**src/rtl/mux_tree_sequencer_if.sv**
```systemverilog
`default_nettype none
// ============================================================================
// Module      : mux_tree_sequencer_if
// Description : Handshake bundle for the mux-tree sequencer. Carries the
//               input vector with its valid/ready pair and the clear strobe,
//               plus the result valid/ready pair, history and result counter.
// Revision    : 1.0 - initial release
// ============================================================================
interface mux_tree_sequencer_if #(
    parameter int CNT_W = 16
) ();
    logic             in_valid;
    logic             in_ready;
    logic [7:0]       x;
    logic             clear;
    logic             out_valid;
    logic             out_ready;
    logic             v;
    logic [3:0]       hist;
    logic [CNT_W-1:0] count;

    // Producer/consumer side: drives requests, observes results
    modport master (
        output in_valid, x, clear, out_ready,
        input  in_ready, out_valid, v, hist, count
    );

    // Sequencer side
    modport slave (
        input  in_valid, x, clear, out_ready,
        output in_ready, out_valid, v, hist, count
    );
endinterface
`default_nettype wire

```
**src/rtl/mux_tree_sequencer.sv**
```systemverilog
`default_nettype none
// ============================================================================
// Module      : mux_tree_sequencer
// Description : Evaluates a 4-layer 2:1 mux tree (8->4->2->1), one layer per
//               clock. Layer 1 is selected by the previously accepted vector,
//               layers 2..4 by a history of committed results. The result is
//               held on a valid/ready handshake; a wrapping counter tracks
//               committed results.
// Revision    : 1.0 - initial release
// ============================================================================
module mux_tree_sequencer #(
    parameter logic [7:0] PREV_INIT = 8'h00,
    parameter logic [3:0] HIST_INIT = 4'b0000,
    parameter int         CNT_W     = 16
) (
    input  wire logic               clk,
    input  wire logic               rst,
    mux_tree_sequencer_if.slave     bus
);

    localparam logic [2:0] c_IDLE = 3'd0;
    localparam logic [2:0] c_L1   = 3'd1;
    localparam logic [2:0] c_L2   = 3'd2;
    localparam logic [2:0] c_L3   = 3'd3;
    localparam logic [2:0] c_L4   = 3'd4;
    localparam logic [2:0] c_OUT  = 3'd5;

    logic [2:0]       r_state;
    logic [2:0]       w_state_nxt;

    logic [7:0]       r_x;
    logic [7:0]       r_prev;
    logic [7:0]       r_o;
    logic [3:0]       r_t;
    logic [1:0]       r_u;
    logic             r_v;
    logic             r_out_valid;
    logic [3:0]       r_hist;       // {h4,h3,h2,h1}
    logic [CNT_W-1:0] r_count;

    // FSM decode outputs
    logic w_in_ready;
    logic w_accept;
    logic w_clear;
    logic w_do_l1;
    logic w_do_l2;
    logic w_do_l3;
    logic w_do_l4;
    logic w_commit;

    // Layer-1 mux outputs: bit i picks between x[i] and its upper neighbour
    logic [7:0] w_l1;

    genvar gi;
    generate
        for (gi = 0; gi < 8; gi++) begin : g_l1
            assign w_l1[gi] = r_prev[gi] ? r_x[(gi + 1) % 8] : r_x[gi];
        end
    endgenerate

    // State register
    always_ff @(posedge clk or posedge rst) begin
        if (rst) begin
            r_state <= c_IDLE;
        end else begin
            r_state <= w_state_nxt;
        end
    end

    // Next-state: one layer per clock, IDLE waits for input, OUT waits for consumer
    always_comb begin
        w_state_nxt = r_state;
        case (r_state)
            c_IDLE:  if (bus.in_valid)  w_state_nxt = c_L1;
            c_L1:                       w_state_nxt = c_L2;
            c_L2:                       w_state_nxt = c_L3;
            c_L3:                       w_state_nxt = c_L4;
            c_L4:                       w_state_nxt = c_OUT;
            c_OUT:   if (bus.out_ready) w_state_nxt = c_IDLE;
            default:                    w_state_nxt = c_IDLE;
        endcase
    end

    // Output decode: per-state enables for the datapath and the ready flag
    always_comb begin
        w_in_ready = 1'b0;
        w_accept   = 1'b0;
        w_clear    = 1'b0;
        w_do_l1    = 1'b0;
        w_do_l2    = 1'b0;
        w_do_l3    = 1'b0;
        w_do_l4    = 1'b0;
        w_commit   = 1'b0;
        case (r_state)
            c_IDLE: begin
                w_in_ready = 1'b1;
                w_accept   = bus.in_valid;
                // An accept in the same cycle takes priority over clear
                w_clear    = bus.clear & ~bus.in_valid;
            end
            c_L1:    w_do_l1  = 1'b1;
            c_L2:    w_do_l2  = 1'b1;
            c_L3:    w_do_l3  = 1'b1;
            c_L4:    w_do_l4  = 1'b1;
            c_OUT:   w_commit = r_out_valid & bus.out_ready;
            default: ;
        endcase
    end

    // Capture the accepted input vector
    always_ff @(posedge clk or posedge rst) begin
        if (rst) begin
            r_x <= 8'h00;
        end else if (w_accept) begin
            r_x <= bus.x;
        end
    end

    // Tree layers 1..3; selects come from prev and the stable history bits
    always_ff @(posedge clk or posedge rst) begin
        if (rst) begin
            r_o <= 8'h00;
            r_t <= 4'h0;
            r_u <= 2'b00;
        end else begin
            if (w_do_l1) begin
                r_o <= w_l1;
            end
            if (w_do_l2) begin
                for (int j = 0; j < 4; j++) begin
                    r_t[j] <= r_hist[3] ? r_o[2*j+1] : r_o[2*j];
                end
            end
            if (w_do_l3) begin
                for (int k = 0; k < 2; k++) begin
                    r_u[k] <= r_hist[2] ? r_t[2*k+1] : r_t[2*k];
                end
            end
        end
    end

    // Layer 4 produces the result; it holds until the next evaluation
    always_ff @(posedge clk or posedge rst) begin
        if (rst) begin
            r_v         <= 1'b0;
            r_out_valid <= 1'b0;
        end else if (w_do_l4) begin
            r_v         <= r_hist[1] ? r_u[1] : r_u[0];
            r_out_valid <= 1'b1;
        end else if (w_commit) begin
            r_out_valid <= 1'b0;
        end
    end

    // Commit updates history, prev and counter; clear reloads the select sources
    always_ff @(posedge clk or posedge rst) begin
        if (rst) begin
            r_prev  <= PREV_INIT;
            r_hist  <= HIST_INIT;
            r_count <= '0;
        end else if (w_commit) begin
            r_hist  <= {r_hist[2:0], r_v};
            r_prev  <= r_x;
            r_count <= r_count + CNT_W'(1);
        end else if (w_clear) begin
            r_prev  <= PREV_INIT;
            r_hist  <= HIST_INIT;
        end
    end

    assign bus.in_ready  = w_in_ready;
    assign bus.out_valid = r_out_valid;
    assign bus.v         = r_v;
    assign bus.hist      = r_hist;
    assign bus.count     = r_count;

endmodule
`default_nettype wire

```
**src/flat_wrapper.sv**
```systemverilog
// flat-port wrapper written by rule: the top's interface ports become plain ports
module mux_tree_sequencer_flat 
#(
    parameter logic [7:0] PREV_INIT = 8'h00,
    parameter logic [3:0] HIST_INIT = 4'b0000,
    parameter int         CNT_W     = 16
)
  (clk, rst, bus_in_valid, bus_x, bus_clear, bus_out_ready, bus_in_ready, bus_out_valid, bus_v, bus_hist, bus_count);
  mux_tree_sequencer_if #(.CNT_W(CNT_W)) bus_i ();
  input  wire logic clk;
  input  wire logic rst;
  input wire logic [$bits(bus_i.in_valid)-1:0] bus_in_valid;
  input wire logic [$bits(bus_i.x)-1:0] bus_x;
  input wire logic [$bits(bus_i.clear)-1:0] bus_clear;
  input wire logic [$bits(bus_i.out_ready)-1:0] bus_out_ready;
  output wire logic [$bits(bus_i.in_ready)-1:0] bus_in_ready;
  output wire logic [$bits(bus_i.out_valid)-1:0] bus_out_valid;
  output wire logic [$bits(bus_i.v)-1:0] bus_v;
  output wire logic [$bits(bus_i.hist)-1:0] bus_hist;
  output wire logic [$bits(bus_i.count)-1:0] bus_count;
  assign bus_i.in_valid = bus_in_valid;
  assign bus_i.x = bus_x;
  assign bus_i.clear = bus_clear;
  assign bus_i.out_ready = bus_out_ready;
  assign bus_in_ready = bus_i.in_ready;
  assign bus_out_valid = bus_i.out_valid;
  assign bus_v = bus_i.v;
  assign bus_hist = bus_i.hist;
  assign bus_count = bus_i.count;
  mux_tree_sequencer #(.PREV_INIT(PREV_INIT), .HIST_INIT(HIST_INIT), .CNT_W(CNT_W)) u_core (.clk(clk), .rst(rst), .bus(bus_i));
endmodule
```
**config.mk**
```make
export PLATFORM = sky130hd
export DESIGN_NAME = mux_tree_sequencer_flat
export DESIGN_NICKNAME = d
export VERILOG_FILES = /design/src/rtl/mux_tree_sequencer_if.sv /design/src/rtl/mux_tree_sequencer.sv /design/src/flat_wrapper.sv
export SDC_FILE = /design/constraint.sdc
export NUM_CORES = 1
export LEC_CHECK = 0
export BUFFER_PORTS_ARGS = -buffer_cell sky130_fd_sc_hd__buf_2
export CORE_MARGIN = 1
export CORE_UTILIZATION = 56
export DETAILED_ROUTE_END_ITERATION = 8
export PLACE_DENSITY = 0.79
export SLEW_MARGIN = 5
export SYNTH_ARGS = -nofsm -noshare
export SYNTH_HDL_FRONTEND = slang
export SYNTH_SLANG_ARGS = --single-unit
export TNS_END_PERCENT = 1
```
**constraint.sdc**
```tcl
create_clock -name clk -period 2.2 [get_ports clk]
set_input_delay 0 -clock clk [delete_from_list [all_inputs] [get_ports clk]]
set_output_delay 0 -clock clk [all_outputs]
set_load 0.01 [all_outputs]
```
==> run_summary.xml, run 1 <==
<?xml version="1.0" encoding="UTF-8"?>
<metrics>
  <group name="routing">
    <metric name="drt-pass1-iter-count" unit="">4</metric>
    <metric name="drcViolationCount" unit="">0</metric>
    <metric name="post_drt_wl_per_cell" unit="microns">15.1</metric>
    <metric name="totalWireLength" unit="microns">4360</metric>
    <metric name="dr_total_vias" unit="">1577</metric>
    <metric name="viasPerCell" unit="">5.46</metric>
    <metric name="drt_iter0_markers" unit="">90</metric>
    <metric name="antenna_left" unit="">0</metric>
  </group>
  <group name="floorplanning">
    <metric name="initial_utilization" unit="">0.585</metric>
    <metric name="die_area" unit="sq mm">0.00447</metric>
    <metric name="pin_count" unit="">36</metric>
    <metric name="fp-row-count" unit="">23</metric>
    <metric name="fp.dieW" unit="microns">66.9</metric>
    <metric name="fp.dieH" unit="microns">66.9</metric>
    <metric name="core" unit="sq mm">0.00403</metric>
  </group>
  <group name="global_routing">
    <metric name="grt_first_pass_wirelength" unit="microns">7150</metric>
    <metric name="grtUsageTotal" unit="">0.225</metric>
    <metric name="first_global_vias" unit="">1566</metric>
    <metric name="grt_antenna_before_repair" unit="">0</metric>
    <metric name="grt_start_max_net_pins" unit="">25</metric>
    <metric name="grt-ovfl-total" unit="">0</metric>
  </group>
  <group name="run">
    <metric name="drv_cap" unit="">0</metric>
  </group>
  <group name="setup_path">
    <metric name="critical-path-max-stage-delay" unit="ps">820</metric>
    <metric name="worstSetupPathDepth" unit="">4</metric>
    <metric name="path_cells" unit="">nand2b_1 &gt; nor2_1 &gt; a31oi_1 &gt; a22o_1</metric>
    <metric name="worstPathRequired" unit="ps">2450</metric>
    <metric name="criticalPathCategory" unit="">reg -&gt; reg</metric>
    <metric name="cp_max_fo" unit="">12</metric>
    <metric name="critPathLaunchType" unit="">flip-flop</metric>
    <metric name="cp.arrival" unit="ps">2150</metric>
    <metric name="cp_buf_inv_count" unit="">0</metric>
    <metric name="capturing_element_type_of_the_critical_path" unit="">flip-flop</metric>
    <metric name="rr_worst_depth" unit="">4</metric>
    <metric name="crit_slowest_cell" unit="">a31oi_1</metric>
    <metric name="timing.critical_path.max_delay_family" unit="">compound AO/OA/AOI/OAI gates</metric>
  </group>
  <group name="clock_network">
    <metric name="path_clk_slew" unit="ps">100</metric>
    <metric name="ctsResizeCount" unit="">0</metric>
    <metric name="clock_tree_from_tritoncts" unit="">yes</metric>
    <metric name="cts_num_sinks" unit="">55</metric>
    <metric name="clkLatencyLatePin" unit="ps">320</metric>
    <metric name="clock_root_buffer" unit="">clkbuf_8</metric>
    <metric name="htree_num_levels" unit="">2</metric>
    <metric name="clockBufferDepth" unit="">2</metric>
    <metric name="tritoncts.num_buffers" unit="">5</metric>
  </group>
  <group name="yosys">
    <metric name="synth_top_area_share" unit="">0.584</metric>
    <metric name="postSynthRegisterBits" unit="">55</metric>
    <metric name="ys_types" unit="">36</metric>
    <metric name="syn-mean-instance-area" unit="sq um">12.3</metric>
    <metric name="ys_async_sr_fraction" unit="">1.00</metric>
    <metric name="ys.warnings.count" unit="">0</metric>
    <metric name="syn-instance-count" unit="">191</metric>
    <metric name="yosys-top-cells-area" unit="">dfrtp_1 58%, mux2i_1 6.4%, a22o_1 4.5%</metric>
    <metric name="synth_nets" unit="">205</metric>
    <metric name="ys_seq_area_frac" unit="">0.584</metric>
    <metric name="synth_area" unit="sq mm">0.00236</metric>
    <metric name="synth_largest_area_cell" unit="">dfrtp_1</metric>
    <metric name="synth-edff-count" unit="">0</metric>
    <metric name="dominantRegCellSynth" unit="">dfrtp_1</metric>
  </group>
  <group name="timing">
    <metric name="whs" unit="ps">22.5</metric>
    <metric name="worst_clock_skew" unit="ps">9.97</metric>
    <metric name="worstMarginPinSlew" unit="ps">1120</metric>
    <metric name="setup_repair_after_global_routing_missed_its_margin" unit="">false</metric>
    <metric name="finalCriticalPeriod" unit="ps">1900</metric>
    <metric name="timing_max_transition_violations_final" unit="">0</metric>
    <metric name="max_slew_headroom" unit="">0.247</metric>
    <metric name="setup_total_negative_slack" unit="ps">0</metric>
    <metric name="layout_worst_path_cycle_share" unit="">0.864</metric>
    <metric name="maxClockFrequency" unit="GHz">0.526</metric>
    <metric name="timing.final.hold_violations" unit="">0</metric>
    <metric name="finalSetupViolations" unit="">0</metric>
  </group>
  <group name="cells_and_area">
    <metric name="layout.cells.most_common" unit="">dfrtp_1</metric>
    <metric name="layout-area-overhead-vs-synth" unit="%">18.1</metric>
    <metric name="post-route-cell-area" unit="sq mm">0.00278</metric>
    <metric name="final_cell_mix" unit="">55 x dfrtp_1, 35 x buf_2, 18 x nor2_1, 15 x mux2i_1, 13 x a21oi_1</metric>
    <metric name="post_route_cells_drive_above_1_share" unit="">0.272</metric>
    <metric name="fin_cells" unit="">289</metric>
    <metric name="final_net_count" unit="">252</metric>
    <metric name="antenna-diode-count" unit="">0</metric>
    <metric name="filler_cells" unit="">297</metric>
  </group>
  <group name="pwr">
    <metric name="power.density_cell_area" unit="mW/mm^2">1170</metric>
    <metric name="power.leakage" unit="uW">0.00135</metric>
    <metric name="worst_ir_drop_vdd" unit="uV">670</metric>
  </group>
  <group name="placement">
    <metric name="routabilityCongestion" unit="">0.718</metric>
    <metric name="place_hpwl" unit="microns">3030</metric>
    <metric name="placed_cell_count" unit="">272</metric>
    <metric name="place_area" unit="sq mm">0.00258</metric>
    <metric name="port_buffers" unit="">35</metric>
  </group>
  <group name="worst_hold_path">
    <metric name="worst_hold_path.num_cells" unit="">3</metric>
    <metric name="min_path_type" unit="">in -&gt; reg</metric>
  </group>
  <group name="run_status">
    <metric name="status" unit="">finished clean</metric>
  </group>
</metrics>
==> final cells by class <==
cell class / instances / area, sq um / area share
clock buffer: 6 / 82.6 / 0.0297
clock inverter: 2 / 35.0 / 0.0126
inverter: 2 / 7.51 / 0.00270
multi-input combinational: 126 / 925 / 0.332
sequential: 55 / 1380 / 0.494
tap: 50 / 62.6 / 0.0225
timing repair buffer: 48 / 295 / 0.106
==> path summary, 6_finish.rpt <==
kind / slack, ps / end / start
worst max-delay path: 300 / u_core.r_prev[3] / u_core.r_state[2]
worst min-delay path: 20 / u_core.r_state[0] / bus_out_ready
worst max register to register: 300 / u_core.r_prev[3] / u_core.r_state[2]
worst min register to register: 480 / u_core.bus.count[15] / u_core.bus.count[15]
max in group asynchronous: 1420 / u_core.r_o[2] / rst
min in group asynchronous: 170 / u_core.bus.count[0] / rst
==> cell usage after synthesis, types with 2 or more instances <==
master and count:
dfrtp_1 55, nor2_1 18, mux2i_1 15, a21oi_1 13
a22o_1 12, mux2_2 9, nand2_1 8, xor2_1 8
nand4_1 6, xnor2_1 6, nor3_1 4, buf_2 3
o21ai_0 3, and2_1 2, and3_1 2, buf_4 2
inv_1 2, nand2b_1 2, nand3_1 2, nand3b_1 2
nor3b_2 2
==> flip-flops by register name (all words and copies together), names as in the netlist <==
name and count:
u_core.bus.count 16, u_core.r_o 8, u_core.r_prev 8, u_core.r_x 8, u_core.bus.hist 4, u_core.r_t 4, u_core.r_state 3, u_core.r_u 2
u_core.bus.out_valid 1, u_core.bus.v 1
==> per-stage QoR <==
| stage | worst slack [ps] | util | power (uW) |
|---|---|---|---|
| 3_5_place_dp | 303 | 0.639 | 2590 |
| 6_report | 300 | 0.691 | 3260 |
| 3_3_place_gp | 401 | 0.639 | 2530 |
| 4_1_cts | 277 | 0.691 | 3290 |
| 2_1_floorplan | 500 | - | 2340 |
| 5_1_grt | 108 | 0.691 | 3470 |
==> report_power, final <==
part           leakage (uW)  switching (uW)  internal [uW]
registers          0.000696             321           1360
logic              0.000597             417            475
clock network     0.0000612             320            368
==> what timing repair did <==
| item | in CTS | in global routing |
|---|---|---|
| buffers inserted | 0 | 0 |
| endpoints found under the hold margin | 39 | 0 |
| hold buffers | 9 | 0 |
==> cells by family after synthesis <==
group | share of synthesized area
AND/OR/NAND/NOR | 0.133
flip-flops | 0.584
AO/OA/AOI/OAI | 0.0881
multiplexers | 0.107
XOR/XNOR | 0.0589
buffers and inverters | 0.0239
adder cells (fa/ha/maj) | 0.00531
==> tightest hold or removal path, cell delays in order <==
cell and delay, ps:
buf_2 120, nand2b_1 110, a221oi_1 70
==> per-layer routing <==
layer / global-route usage / part of all wire
met5: 0 / 0
met4: 0.0957 / 0.017
met3: 0.0616 / 0.039
met2: 0.376 / 0.50
met1: 0.270 / 0.45
No activity file was read; power rests on OpenSTA's default activity.
==> inputs of run 2 (changes only) <==
--- a/config.mk
+++ b/config.mk
@@ -6,7 +6,7 @@
 export NUM_CORES = 1
 export LEC_CHECK = 0
 export BUFFER_PORTS_ARGS = -buffer_cell sky130_fd_sc_hd__buf_2
-export CORE_MARGIN = 1
+export CORE_MARGIN = 3
 export CORE_UTILIZATION = 56
 export DETAILED_ROUTE_END_ITERATION = 8
 export PLACE_DENSITY = 0.79
==> run 2 against run 1 <==
Clock skew is essentially flat. Combinational power grew 0.4%. Non-clock buffer count grew 1. Setup slack gained 1.4 ps. Flip-flop and latch count is the same. Largest power group unchanged. Routed wire length grew 3.9%. Critical path depth shrank 1. Register-to-register slack is essentially flat.
==> run_summary.xml, run 2 (synthesis gave the netlist of run 1 again) <==
<?xml version="1.0" encoding="UTF-8"?>
<metrics>
  <group name="run_status">
    <metric name="status" unit="">finished clean</metric>
  </group>
  <group name="cells_and_area">
    <metric name="final_net_count" unit="">253</metric>
    <metric name="post-route-util" unit="">0.718</metric>
    <metric name="largest_register_ff_count" unit="">16</metric>
    <metric name="post_route_cells_drive_above_1_share" unit="">0.275</metric>
    <metric name="layout-area-overhead-vs-synth" unit="%">17.3</metric>
    <metric name="final_cell_mix" unit="">55 x dfrtp_1, 35 x buf_2, 18 x nor2_1, 15 x mux2i_1, 13 x a21oi_1</metric>
    <metric name="antenna-diode-count" unit="">0</metric>
    <metric name="ff_latch_area" unit="sq mm">0.00138</metric>
    <metric name="multi_input_area" unit="sq um">925</metric>
    <metric name="layout.cells.most_common" unit="">dfrtp_1</metric>
    <metric name="filler_cells" unit="">291</metric>
  </group>
  <group name="routing">
    <metric name="drcViolationCount" unit="">0</metric>
    <metric name="totalWireLength" unit="microns">4530</metric>
    <metric name="antenna_left" unit="">0</metric>
    <metric name="drt_iter0_markers" unit="">58</metric>
    <metric name="dr_total_vias" unit="">1635</metric>
    <metric name="viasPerCell" unit="">5.68</metric>
    <metric name="post_drt_wl_per_cell" unit="microns">15.7</metric>
    <metric name="drt-pass1-iter-count" unit="">4</metric>
  </group>
  <group name="floorplanning">
    <metric name="fp.dieH" unit="microns">70.9</metric>
    <metric name="fp-row-count" unit="">22</metric>
    <metric name="pin_count" unit="">36</metric>
    <metric name="die_area" unit="sq mm">0.00502</metric>
    <metric name="initial_utilization" unit="">0.612</metric>
    <metric name="core" unit="sq mm">0.00385</metric>
    <metric name="fp.dieW" unit="microns">70.9</metric>
  </group>
  <group name="global_routing">
    <metric name="grt_antenna_before_repair" unit="">0</metric>
    <metric name="grt-ovfl-total" unit="">0</metric>
    <metric name="grt_start_max_net_pins" unit="">32</metric>
    <metric name="grt_first_pass_wirelength" unit="microns">7980</metric>
    <metric name="grtUsageTotal" unit="">0.202</metric>
    <metric name="first_global_vias" unit="">1683</metric>
  </group>
  <group name="clock_network">
    <metric name="clockBufferDepth" unit="">2</metric>
    <metric name="clock_root_buffer" unit="">clkbuf_8</metric>
    <metric name="tritoncts.num_buffers" unit="">5</metric>
    <metric name="cts_num_sinks" unit="">55</metric>
    <metric name="ctsResizeCount" unit="">0</metric>
    <metric name="clock_tree_from_tritoncts" unit="">yes</metric>
    <metric name="clkLatencyLatePin" unit="ps">310</metric>
    <metric name="path_clk_slew" unit="ps">100</metric>
    <metric name="htree_num_levels" unit="">2</metric>
    <metric name="cts_post_setup_buffers_inserted" unit="">0</metric>
  </group>
  <group name="timing">
    <metric name="max_slew_headroom" unit="">0.274</metric>
    <metric name="finalCriticalPeriod" unit="ps">1900</metric>
    <metric name="finalSetupViolations" unit="">0</metric>
    <metric name="worstMarginPinSlew" unit="ps">1080</metric>
    <metric name="setup_total_negative_slack" unit="ps">0</metric>
    <metric name="worst_clock_skew" unit="ps">10.0</metric>
    <metric name="worst_slack" unit="ps">301</metric>
    <metric name="maxClockFrequency" unit="GHz">0.527</metric>
    <metric name="timing.final.hold_violations" unit="">0</metric>
    <metric name="timing_max_transition_violations_final" unit="">0</metric>
    <metric name="setup_repair_after_global_routing_missed_its_margin" unit="">false</metric>
    <metric name="layout_worst_path_cycle_share" unit="">0.863</metric>
  </group>
  <group name="setup_path">
    <metric name="cp.arrival" unit="ps">2150</metric>
    <metric name="worstPathRequired" unit="ps">2450</metric>
    <metric name="critPathLaunchType" unit="">flip-flop</metric>
    <metric name="cp_max_fo" unit="">12</metric>
    <metric name="capturing_element_type_of_the_critical_path" unit="">flip-flop</metric>
    <metric name="criticalPathCategory" unit="">reg -&gt; reg</metric>
  </group>
  <group name="placement">
    <metric name="place_hpwl" unit="microns">3230</metric>
    <metric name="port_buffers" unit="">35</metric>
    <metric name="dpl_worst_slack" unit="ps">308</metric>
    <metric name="routabilityCongestion" unit="">0.772</metric>
  </group>
  <group name="run">
    <metric name="drv_cap" unit="">0</metric>
  </group>
  <group name="pwr">
    <metric name="p_switching" unit="uW">1090</metric>
    <metric name="worst_ir_drop_vdd" unit="uV">760</metric>
    <metric name="swShare" unit="">0.345</metric>
    <metric name="internal-power" unit="uW">2060</metric>
    <metric name="seq_power_share" unit="">0.536</metric>
    <metric name="power.density_cell_area" unit="mW/mm^2">1140</metric>
    <metric name="clock_power_share" unit="">0.180</metric>
    <metric name="p_comb_frac" unit="">0.284</metric>
    <metric name="power.leakage" unit="uW">0.00134</metric>
  </group>
  <group name="worst_hold_path">
    <metric name="min_path_type" unit="">in -&gt; reg</metric>
  </group>
</metrics>
[run 2: cell types whose count changed in the layout (fill, tap and decap cells not counted)]
cell        previous run  this run
clkbuf_8               6         5
clkinv_4               0         2
buf_4                  4         5
bufinv_16              1         0
clkinvlp_4             0         1
clkinv_2               1         0
[run 2: power by group through the flow]
stage | Combinational, uW | Clock, uW | Sequential [uW]
4_1_cts | 905 | 583 | 1690
5_1_grt | 1010 | 631 | 1740
3_5_place_dp | 889 | 0 | 1710
6_report | 896 | 566 | 1690
3_3_place_gp | 846 | 0 | 1670
2_1_floorplan | 748 | 0 | 1600
[run 2: stage by stage]
| stage | power (uW) | hold slack (ps) | area [sq um] | instances |
|---|---|---|---|---|
| after global routing | 3380 | 50.8 | 2770 | 288 |
| after floorplan | 2340 | 152 | 2360 | 191 |
| final | 3150 | 37.9 | 2770 | 288 |
| after CTS | 3180 | 30.7 | 2770 | 288 |
| after detailed placement | 2600 | 121 | 2580 | 271 |
| after global placement | 2520 | 108 | 2580 | 271 |
[run 2: final cells by class]
| class | instances | area share |
|---|---|---|
| Clock inverter | 3 | 0.00905 |
| Sequential cell | 55 | 0.498 |
| Tap cell | 48 | 0.0217 |
| Clock buffer | 5 | 0.0249 |
| Multi-Input combinational cell | 126 | 0.334 |
| Inverter | 2 | 0.00271 |
| Timing Repair Buffer | 49 | 0.110 |
[run 2: worst max-delay path, stage by stage (launching register included)]
cell	delay [ps]
dfrtp_1	590
nor3_1	150
a31oi_1	840
a22o_1	250
[run 2: routing by layer]
metal,vias up,share of wire,global-route usage
met5,-,0,0
met2,36,0.48,0.309
met4,0,0.020,0.0898
met1,814,0.47,0.280
met3,11,0.036,0.0398
li1,774,-,-
[run 2: what timing repair did]
action	4_1_cts	5_1_grt
hold buffers	9	0
endpoints found under the setup margin	0	0
endpoints found under the hold margin	37	0
[run 2: worst paths after layout]
kind,start,end,slack [ps],depth (start not counted)
max in group asynchronous,rst,u_core.bus.count[5],1250,4
worst max register to register,u_core.r_state[2],u_core.r_prev[5],300,3
worst min register to register,u_core.bus.count[15],u_core.bus.count[15],470,1
worst min-delay path,bus_out_ready,u_core.bus.out_valid,40,3
min in group asynchronous,rst,u_core.r_prev[5],310,3
worst max-delay path,u_core.r_state[2],u_core.r_prev[5],300,3
==> inputs of run 3 (changes only) <==
--- a/config.mk
+++ b/config.mk
@@ -10,6 +10,8 @@
 export CORE_UTILIZATION = 56
 export DETAILED_ROUTE_END_ITERATION = 8
 export PLACE_DENSITY = 0.79
+export REMOVE_ABC_BUFFERS = 1
+export SKIP_LAST_GASP = 1
 export SLEW_MARGIN = 5
 export SYNTH_ARGS = -nofsm -noshare
 export SYNTH_HDL_FRONTEND = slang
==> run 3 against run 2 <==
Routed wire length fell by 0.77%. First-iteration DRC count rose by 41%. Flip-flop and latch count did not move. Register-to-register slack barely moved. Clock-buffer cell count rose by 2. Worst hold slack improved by 1.8 ps. Die area did not move. Critical path type unchanged. Critical endpoint is now u_core.r_prev[6]. Highest routed layer unchanged.
==> run_summary.xml, run 3 (synthesis gave the netlist of run 1 again) <==
<?xml version="1.0" encoding="UTF-8"?>
<metrics>
  <group name="run_status">
    <metric name="status" unit="">finished clean</metric>
  </group>
  <group name="floorplanning">
    <metric name="die_area" unit="sq mm">0.00502</metric>
    <metric name="fp.dieH" unit="microns">70.9</metric>
    <metric name="pin_count" unit="">36</metric>
    <metric name="fp.dieW" unit="microns">70.9</metric>
    <metric name="fp-row-count" unit="">22</metric>
    <metric name="initial_utilization" unit="">0.612</metric>
    <metric name="core" unit="sq mm">0.00385</metric>
  </group>
  <group name="timing">
    <metric name="worstMarginPinSlew" unit="ps">1130</metric>
    <metric name="setup_total_negative_slack" unit="ps">0</metric>
    <metric name="timing.final.hold_violations" unit="">0</metric>
    <metric name="max_slew_headroom" unit="">0.244</metric>
    <metric name="worst_clock_skew" unit="ps">5.66</metric>
    <metric name="setup_repair_after_global_routing_missed_its_margin" unit="">false</metric>
    <metric name="finalCriticalPeriod" unit="ps">1910</metric>
    <metric name="timing_max_transition_violations_final" unit="">0</metric>
    <metric name="layout_worst_path_cycle_share" unit="">0.868</metric>
    <metric name="maxClockFrequency" unit="GHz">0.524</metric>
    <metric name="whs" unit="ps">39.7</metric>
    <metric name="finalSetupViolations" unit="">0</metric>
  </group>
  <group name="clock_network">
    <metric name="clock_root_buffer" unit="">clkbuf_8</metric>
    <metric name="cts_post_setup_buffers_inserted" unit="">0</metric>
    <metric name="cts_num_sinks" unit="">55</metric>
    <metric name="clockBufferDepth" unit="">2</metric>
    <metric name="tritoncts.num_buffers" unit="">5</metric>
    <metric name="clock_tree_from_tritoncts" unit="">yes</metric>
    <metric name="clkLatencyLatePin" unit="ps">300</metric>
    <metric name="path_clk_slew" unit="ps">90</metric>
    <metric name="htree_num_levels" unit="">2</metric>
  </group>
  <group name="cells_and_area">
    <metric name="post_route_cells_drive_above_1_share" unit="">0.261</metric>
    <metric name="largest_register_ff_count" unit="">16</metric>
    <metric name="final_cell_mix" unit="">55 x dfrtp_1, 35 x buf_2, 18 x nor2_1, 15 x mux2i_1, 13 x a21oi_1</metric>
    <metric name="layout-area-overhead-vs-synth" unit="%">16.1</metric>
    <metric name="filler_cells" unit="">300</metric>
    <metric name="ff_latch_area" unit="sq mm">0.00138</metric>
    <metric name="multi_input_area" unit="sq um">925</metric>
    <metric name="final_net_count" unit="">251</metric>
    <metric name="antenna-diode-count" unit="">0</metric>
    <metric name="layout.cells.most_common" unit="">dfrtp_1</metric>
  </group>
  <group name="placement">
    <metric name="port_buffers" unit="">35</metric>
    <metric name="place_hpwl" unit="microns">3110</metric>
    <metric name="routabilityCongestion" unit="">0.761</metric>
  </group>
  <group name="routing">
    <metric name="met3_length" unit="microns">230</metric>
    <metric name="post_drt_wl_per_cell" unit="microns">15.7</metric>
    <metric name="drcViolationCount" unit="">0</metric>
    <metric name="antenna_left" unit="">0</metric>
    <metric name="met2WireLength" unit="microns">2190</metric>
    <metric name="dr_total_vias" unit="">1590</metric>
    <metric name="drt_iter0_markers" unit="">82</metric>
    <metric name="drt-pass1-iter-count" unit="">4</metric>
    <metric name="viasPerCell" unit="">5.56</metric>
    <metric name="top_layer_used" unit="">met4</metric>
    <metric name="wl_met1" unit="microns">2030</metric>
    <metric name="totalWireLength" unit="microns">4490</metric>
  </group>
  <group name="global_routing">
    <metric name="first_global_vias" unit="">1597</metric>
    <metric name="grt-ovfl-total" unit="">0</metric>
    <metric name="grtUsageTotal" unit="">0.192</metric>
    <metric name="grt_start_max_net_pins" unit="">56</metric>
    <metric name="grt_first_pass_wirelength" unit="microns">7520</metric>
    <metric name="grt_antenna_before_repair" unit="">0</metric>
  </group>
  <group name="setup_path">
    <metric name="critPathLaunchType" unit="">flip-flop</metric>
    <metric name="capturing_element_type_of_the_critical_path" unit="">flip-flop</metric>
    <metric name="cp.arrival" unit="ps">2150</metric>
    <metric name="critical-path-max-stage-delay" unit="ps">820</metric>
    <metric name="cp_max_fo" unit="">12</metric>
    <metric name="crit_slowest_cell" unit="">a31oi_1</metric>
    <metric name="path_cells" unit="">nand2b_1 &gt; nor2_1 &gt; a31oi_1 &gt; a22o_1</metric>
    <metric name="worstPathRequired" unit="ps">2440</metric>
    <metric name="criticalPathCategory" unit="">reg -&gt; reg</metric>
  </group>
  <group name="run">
    <metric name="drv_cap" unit="">0</metric>
  </group>
  <group name="pwr">
    <metric name="worst_ir_drop_vdd" unit="uV">693</metric>
    <metric name="power.leakage" unit="uW">0.00133</metric>
    <metric name="power.density_cell_area" unit="mW/mm^2">1140</metric>
  </group>
  <group name="worst_hold_path">
    <metric name="min_path_type" unit="">in -&gt; reg</metric>
  </group>
</metrics>
==> run 3: final timing paths <==
path	slack, ps	end	cells past startpoint	startpoint
setup / recovery	290	u_core.r_prev[6]	4	u_core.r_state[2]
hold / removal	40	u_core.r_state[0]	3	bus_out_ready
setup reg to reg	290	u_core.r_prev[6]	4	u_core.r_state[2]
hold reg to reg	480	u_core.bus.count[15]	1	u_core.bus.count[15]
max in group asynchronous	1340	u_core.bus.count[2]	4	rst
min in group asynchronous	410	u_core.r_x[0]	4	rst
==> run 3: timing repair <==
action	4_1_cts	5_1_grt
hold endpoints to repair	63	0
hold buffers	9	0
resized for setup	0	0
==> run 3: layer usage <==
| layer | global-route usage | vias up |
|---|---|---|
| met5 | 0 | - |
| met3 | 0.0611 | 8 |
| met4 | 0.0438 | 0 |
| met2 | 0.313 | 46 |
| li1 | - | 767 |
| met1 | 0.253 | 769 |
==> run 3: area by class of cell <==
cell class / instances / share of cell area
Clock buffer: 7 / 0.0279
Clock inverter: 1 / 0.00183
Inverter: 2 / 0.00274
Multi-Input combinational cell: 126 / 0.338
Sequential cell: 55 / 0.503
Tap cell: 48 / 0.0219
Timing Repair Buffer: 47 / 0.105
==> run 3: worst max-delay path, delay by kind of cell (launching register included) <==
kind / cells / cell delay, ps
AOI/OAI and AO/OA: 2 / 1080
and+or+nand+nor: 2 / 260
DFF: 1 / 510
==> run 3: per-stage QoR <==
stage	instance area [sq um]	util	worst slack [ps]	total power (uW)	std cells
floorplan	2310	-	274	2290	183
global placement	2570	0.666	446	2510	269
detailed placement	2570	0.666	352	2590	269
CTS	2740	0.710	328	3140	286
global route	2740	0.710	140	3350	286
finish	2740	0.710	291	3120	286
==> run 3: where the power goes <==
group | internal (uW) | total (uW) | leakage (uW) | switching (uW)
combinational | 475 | 904 | 0.000592 | 429
clock | 224 | 534 | 0.0000422 | 310
sequential | 1360 | 1680 | 0.000696 | 320
